--- src/rtl/t03_pkg.sv ---
// t03_pkg: shared types and constants for the t03 memory sequencer.
//   mem_seq_state_t : sequencer FSM state encoding
//   T03_NOP         : instruction presented when no valid fetch exists (addi x0,x0,0)
//   T03_SEL_WORD    : full-word byte enables used for instruction fetch
package t03_pkg;

  typedef enum logic [2:0] {
    S_IDLE   = 3'd0,
    S_FETCH  = 3'd1,
    S_EXEC   = 3'd2,
    S_DATA   = 3'd3,
    S_COMMIT = 3'd4
  } mem_seq_state_t;

  localparam logic [31:0] T03_NOP      = 32'h0000_0013;
  localparam logic [3:0]  T03_SEL_WORD = 4'hF;

endpackage

--- src/rtl/t03_ack_timer.sv ---
// t03_ack_timer: bus acknowledge watchdog.
//   clk, rst : system clock, synchronous active-high reset
//   start    : pulse in the cycle before a request goes out; clears and arms the timer
//   ack      : accepted bus acknowledge
//   timeout  : high in the last allowed request cycle when no ack is present
// ACK_TIMEOUT = 0 disables the timeout output entirely.
module t03_ack_timer #(
  parameter int ACK_TIMEOUT = 255
) (
  input  logic clk,
  input  logic rst,
  input  logic start,
  input  logic ack,
  output logic timeout
);

  // Counter only has to reach ACK_TIMEOUT-1.
  localparam int W = (ACK_TIMEOUT > 2) ? $clog2(ACK_TIMEOUT) : 1;

  logic [W-1:0] timer;
  logic         running;

  // NOTE: sequential state is updated with non-blocking assignments only, so
  // every always_ff reads the pre-edge value of every register.
  always_ff @(posedge clk) begin
    if (rst) begin
      timer   <= '0;
      running <= 1'b0;
    end else if (start) begin
      timer   <= '0;
      running <= 1'b1;
    end else if (running) begin
      if (ack || timeout) begin
        running <= 1'b0;
      end else begin
        timer <= timer + W'(1);
      end
    end
  end

  generate
    if (ACK_TIMEOUT == 0) begin : g_no_timeout
      assign timeout = 1'b0;
    end else begin : g_timeout
      localparam logic [W-1:0] LIMIT = W'(ACK_TIMEOUT - 1);
      // An ack in the final cycle wins over the timeout.
      assign timeout = running && !ack && (timer == LIMIT);
    end
  endgenerate

endmodule

--- src/rtl/t03_mem_sequencer.sv ---
// t03_mem_sequencer: shares one memory bus between instruction fetch and
// load/store access; one fetch, optional data access, one-cycle commit.
//   clk, rst            : system clock, synchronous active-high reset
//   i_fetch_addr        : PC memory address, latched when a fetch starts
//   i_data_read/write   : load/store request, sampled in S_EXEC (write wins)
//   i_data_addr/wdata/sel : load/store fields, latched at the end of S_EXEC
//   o_instr, o_instr_valid: latched instruction and its valid flag
//   o_data_rdata        : latched load data
//   o_freeze, o_commit  : PC freeze (low only in S_COMMIT), retire pulse
//   o_bus_err           : sticky ack-timeout flag
//   o_bus_*, i_bus_*    : bus master port; ack is a one-cycle strobe with rdata
module t03_mem_sequencer
  import t03_pkg::*;
#(
  parameter int          ACK_TIMEOUT = 255,
  parameter logic [31:0] NOP_INSTR   = T03_NOP
) (
  input  logic        clk,
  input  logic        rst,
  input  logic [31:0] i_fetch_addr,
  input  logic        i_data_read,
  input  logic        i_data_write,
  input  logic [31:0] i_data_addr,
  input  logic [31:0] i_data_wdata,
  input  logic [3:0]  i_data_sel,
  output logic [31:0] o_instr,
  output logic        o_instr_valid,
  output logic [31:0] o_data_rdata,
  output logic        o_freeze,
  output logic        o_commit,
  output logic        o_bus_err,
  output logic        o_bus_req,
  output logic        o_bus_we,
  output logic [31:0] o_bus_addr,
  output logic [31:0] o_bus_wdata,
  output logic [3:0]  o_bus_sel,
  input  logic        i_bus_ack,
  input  logic [31:0] i_bus_rdata
);

  mem_seq_state_t state;
  logic           ack_ok;
  logic           req_start;
  logic           timeout;

  // Acks outside an open request are stray and ignored.
  assign ack_ok = i_bus_ack && o_bus_req;

  // NOTE: every signal written in always_comb gets a default first, so no
  // path leaves it unassigned and no latch is inferred.
  always_comb begin
    req_start = 1'b0;
    case (state)
      S_IDLE, S_COMMIT: req_start = 1'b1;
      S_EXEC:           req_start = i_data_read || i_data_write;
      default:          req_start = 1'b0;
    endcase
  end

  t03_ack_timer #(
    .ACK_TIMEOUT(ACK_TIMEOUT)
  ) u_ack_timer (
    .clk    (clk),
    .rst    (rst),
    .start  (req_start),
    .ack    (ack_ok),
    .timeout(timeout)
  );

  // All outputs are registered; o_freeze and o_commit are set on the edge
  // entering S_COMMIT so they are high for exactly that state.
  always_ff @(posedge clk) begin
    if (rst) begin
      state         <= S_IDLE;
      o_freeze      <= 1'b1;
      o_commit      <= 1'b0;
      o_bus_req     <= 1'b0;
      o_bus_we      <= 1'b0;
      o_bus_addr    <= '0;
      o_bus_wdata   <= '0;
      o_bus_sel     <= '0;
      o_instr       <= NOP_INSTR;
      o_instr_valid <= 1'b0;
      o_data_rdata  <= '0;
      o_bus_err     <= 1'b0;
    end else begin
      o_freeze <= 1'b1;
      o_commit <= 1'b0;
      case (state)
        S_IDLE, S_COMMIT: begin
          state         <= S_FETCH;
          o_bus_req     <= 1'b1;
          o_bus_we      <= 1'b0;
          o_bus_sel     <= T03_SEL_WORD;
          o_bus_addr    <= i_fetch_addr;
          o_instr_valid <= 1'b0;
        end
        S_FETCH: begin
          if (ack_ok) begin
            state         <= S_EXEC;
            o_bus_req     <= 1'b0;
            o_instr       <= i_bus_rdata;
            o_instr_valid <= 1'b1;
          end else if (timeout) begin
            state     <= S_EXEC;
            o_bus_req <= 1'b0;
            o_instr   <= NOP_INSTR;
            o_bus_err <= 1'b1;
          end
        end
        S_EXEC: begin
          o_bus_addr  <= i_data_addr;
          o_bus_wdata <= i_data_wdata;
          o_bus_sel   <= i_data_sel;
          if (i_data_write || i_data_read) begin
            state     <= S_DATA;
            o_bus_req <= 1'b1;
            o_bus_we  <= i_data_write;
          end else begin
            state    <= S_COMMIT;
            o_freeze <= 1'b0;
            o_commit <= 1'b1;
          end
        end
        S_DATA: begin
          if (ack_ok || timeout) begin
            state     <= S_COMMIT;
            o_bus_req <= 1'b0;
            o_freeze  <= 1'b0;
            o_commit  <= 1'b1;
            if (ack_ok) begin
              if (!o_bus_we) o_data_rdata <= i_bus_rdata;
            end else begin
              o_data_rdata <= '0;
              o_bus_err    <= 1'b1;
            end
          end
        end
        default: begin
          state     <= S_IDLE;
          o_bus_req <= 1'b0;
        end
      endcase
    end
  end

endmodule

--- config.mk ---
export PLATFORM = sky130hd
export DESIGN_NAME = t03_mem_sequencer
export DESIGN_NICKNAME = d
export VERILOG_FILES = /design/src/rtl/t03_pkg.sv /design/src/rtl/t03_ack_timer.sv /design/src/rtl/t03_mem_sequencer.sv
export SDC_FILE = /design/constraint.sdc
export NUM_CORES = 1
export LEC_CHECK = 0
export CORE_ASPECT_RATIO = 1.4
export CORE_UTILIZATION = 39
export DETAILED_ROUTE_END_ITERATION = 8
export GPL_TIMING_DRIVEN = 0
export PLACE_DENSITY = 0.88
export SLEW_MARGIN = 20
export SYNTH_ARGS = -nofsm -noshare
export SYNTH_HDL_FRONTEND = slang
export SYNTH_HIERARCHICAL = 1
export SYNTH_SLANG_ARGS = --single-unit
--- constraint.sdc ---
create_clock -name clk -period 2.56 [get_ports clk]
set_input_delay 0.384 -clock clk [delete_from_list [all_inputs] [get_ports clk]]
set_output_delay 0.384 -clock clk [all_outputs]
set_load 0.01 [all_outputs]
==> results.yml <==
run_status:
  run_status: "finished clean"
timing:
  fin_crit_ns: 2.413
  finalHoldViolCount: 0
  worst_pin_slew_ns: 0.6641
  relSlewSlack_pct: 55.73
  rsz0062_at_grt: "no"
  skew_ns: 0.009630
  min_period_over_period_pct: 94.27
  setup_violations: 0
  max_freq_mhz: 414.4
  slew_violations: 0
  timing.final.ws_setup_ns: 0.1467
critical_path:
  crit_path_cell_trace: "clkdlybuf4s50_1 -> nand2_2 -> inv_1 -> nand2b_1 -> nor3_4 -> a21oi_4 -> a211oi_4 -> clkbuf_4 -> o32ai_1"
  r2r_cells: 8
  cp.arrival_ns: 2.68
  path_depth: 9
  crit_type: "input port to register"
  crit_fanout: 10
  max_stage_delay_ns: 0.50
  critPathBufInv: 3
  worst_path_max_delay_cell: "clkdlybuf4s50_1"
  cpLargestDelayFamily: "buffers and inverters"
  worstSetupStartpointType: "input port"
  crit_required_ns: 2.83
  end_kind: "register"
clocking:
  clockRootBuffer: "clkbuf_16"
  cts_sinks: 150
  clk_path_buf_depth: 2
  cts_tree: "built"
  h-tree-depth: 4
  insertion_delay_ns: 0.42
  path_clk_slew_ns: 0.06
  cts_buffers: 17
  postCtsSetupRepairBufs: 0
routing:
  via_per_inst: 5.174
  drc: 0
  wl_mm: 20.74
  first_iter_violations: 287
  antenna_left: 0
  drt-pass1-iter-count: 4
  via_count: 6131
  wire_per_inst_um: 17.50
die:
  coreArea_sq_mm: 0.01505
  die_w_um: 107.1
  start_util_pct: 40.10
  ios: 275
  die_h_um: 149.2
  rows: 53
  dieArea_sq_mm: 0.01598
logic_synthesis:
  yosysSeqAreaShare_pct: 49.75
  syn_area_sq_mm: 0.006036
  synth_edf_count: 0
  yosysTopAreaCell: "dfxtp_1"
  synth-async-reset-ratio_pct: 0
  ys.flop_type: "dfxtp_1"
  avgSynthCellArea_sq_um: 8.786
  synth_cell_types: 51
  synthTopCellsByArea: "dfxtp_1 50%, a21oi_1 8.0%, nand2_1 6.1%"
  synthCells: 687
  synth_nets: 826
  yosys_warnings: 6
  synth_top_area_share_pct: 49.75
  synth_seq_cells: 150
global_routing:
  grt_pass1_wl_mm: 31.55
  grt_overflow: 0
  grt_pass1_vias: 5938
  grtUsageTotal_pct: 25.67
  grt_max_degree: 17
  antenna_found_initial: 0
power_and_ir_drop:
  leakage_nw: 3.330
  p_sw_w: 0.001497
  power_w: 0.005744
  combPwrFrac_pct: 14.1
  powerDensity_mw_per_mm2: 596.4
  p_int_w: 0.004247
  clkPwrFrac_pct: 42.9
  vdd_drop_max_uv: 349.9
  p_seq_share_pct: 42.9
  netSwitchingFraction_pct: 26.06
hold_path:
  worstHoldPathCells: 2
  hold_class: "register to register"
final_layout:
  fin_nets: 1119
  area_growth_pct: 59.56
  num_antenna_cells: 0
  drive_gt1_share_pct: 7.654
  final_cell_mix: "274 x clkdlybuf4s50_1, 150 x dfxtp_1, 97 x nand2_1, 96 x a21oi_1, 38 x inv_1"
  mostFrequentLayoutCell: "clkdlybuf4s50_1"
placed_design:
  port_buffers: 274
  hpwl_mm: 15.54
  pre_cts_ws_ns: -0.5444
  place.gp.congestion: 0.8082
job:
  drv_cap: 0
[cells in the mapped netlist (2+ instances only)]
cell / number
dfxtp_1: 150
nand2_1: 98
a21oi_1: 96
inv_1: 38
nand2b_1: 36
a22oi_1: 32
o32ai_1: 32
o21ai_0: 31
nand3b_1: 30
clkbuf_1: 27
buf_2: 22
nor2_1: 17
nor3_1: 9
a21o_1: 5
buf_1: 5
o21bai_1: 5
buf_4: 4
nand3_1: 4
xnor2_1: 4
o211ai_1: 3
or4_1: 3
xor2_1: 3
and4b_1: 2
ha_1: 2
nor2b_1: 2
o21ba_1: 2
[path summary, 6_finish.rpt]
kind	startpoint	endpoint	slack [ns]
setup reg to reg	o_bus_req	o_instr[4]	0.23
hold reg to reg	o_bus_wdata[31]	o_bus_wdata[31]	0.45
hold / removal	o_bus_wdata[31]	o_bus_wdata[31]	0.45
setup / recovery	i_bus_ack	o_data_rdata[3]	0.15
[cell families after synthesis]
logic type | synth area share (%)
AO/OA/AOI/OAI | 22.87
XOR/XNOR | 1.016
adder cells (fa/ha/maj) | 0.4145
buffers and inverters | 6.758
flip-flops | 49.75
AND/OR/NAND/NOR | 19.20
[registers in the layout, summed over array words and instances (netlist names)]
name,count
o_freeze,1
o_bus_sel,4
state,3
o_data_rdata,32
o_bus_req,1
o_bus_wdata,32
o_bus_err,1
o_bus_addr,32
u_ack_timer/timer,8
u_ack_timer/running,1
o_instr_valid,1
o_instr,32
o_commit,1
o_bus_we,1
[worst register-to-register path, stage by stage (launching register included)]
cell and delay (ns):
dfxtp_1 0.45, nand2_2 0.16, inv_1 0.19, nand2b_1 0.32, nor3_4 0.11, a21oi_4 0.32, clkbuf_1 0.38, o21bai_1 0.13
a21o_1 0.18
[stage by stage]
| stage | util, % | instance area, sq um | hold WS, ns | TNS, ns | std cells |
|---|---|---|---|---|---|
| after floorplan | - | 6036 | 0.4564 | 0 | 687 |
| after global placement | 59.91 | 9019 | 0.4409 | -18.14 | 1153 |
| after detailed placement | 59.91 | 9019 | 0.4457 | -21.91 | 1153 |
| after CTS | 63.84 | 9609 | 0.4544 | 0 | 1185 |
| after global routing | 63.98 | 9630 | 0.4714 | 0 | 1185 |
| final | 63.98 | 9630 | 0.4535 | 0 | 1185 |
[what timing repair did]
| action | 4_1_cts | 5_1_grt |
|---|---|---|
| pin swaps | 0 | 1 |
| gates cloned | 0 | 0 |
| hold buffers | 0 | 0 |
| setup endpoints to repair | 30 | 57 |
| gates resized for setup | 2 | 5 |
[layer usage]
layer | routed length, um | GRT usage, % | part of all wire, % | up-vias
li1 | - | - | - | 2976
met3 | 1177 | 5.898 | 5.7 | 59
met4 | 981 | 14.38 | 4.7 | 0
met1 | 8245 | 30.70 | 40 | 2879
met5 | 0 | 0 | 0 | -
met2 | 10340 | 42.19 | 50 | 217
[area by class of cell]
type                       instances  area [sq um]
buffer                            59         270.3
fill                            1205          5423
sequential                       150          3003
clock buffer                      18         439.2
clock inverter                    14         138.9
tap                              192         240.2
timing repair buffer             274          2743
multi-input combinational        440          2654
inverter                          38         142.6
[power by group through the flow]
stage | clock network (W) | logic, W | registers, W
after floorplan | 0 | 0.000282 | 0.00255
after global placement | 0 | 0.000791 | 0.00251
after detailed placement | 0 | 0.000803 | 0.00252
after CTS | 0.00249 | 0.000808 | 0.00246
after global routing | 0.00263 | 0.000868 | 0.00247
final | 0.00247 | 0.000812 | 0.00247
Note: power is estimated with default switching activity, not from simulation.
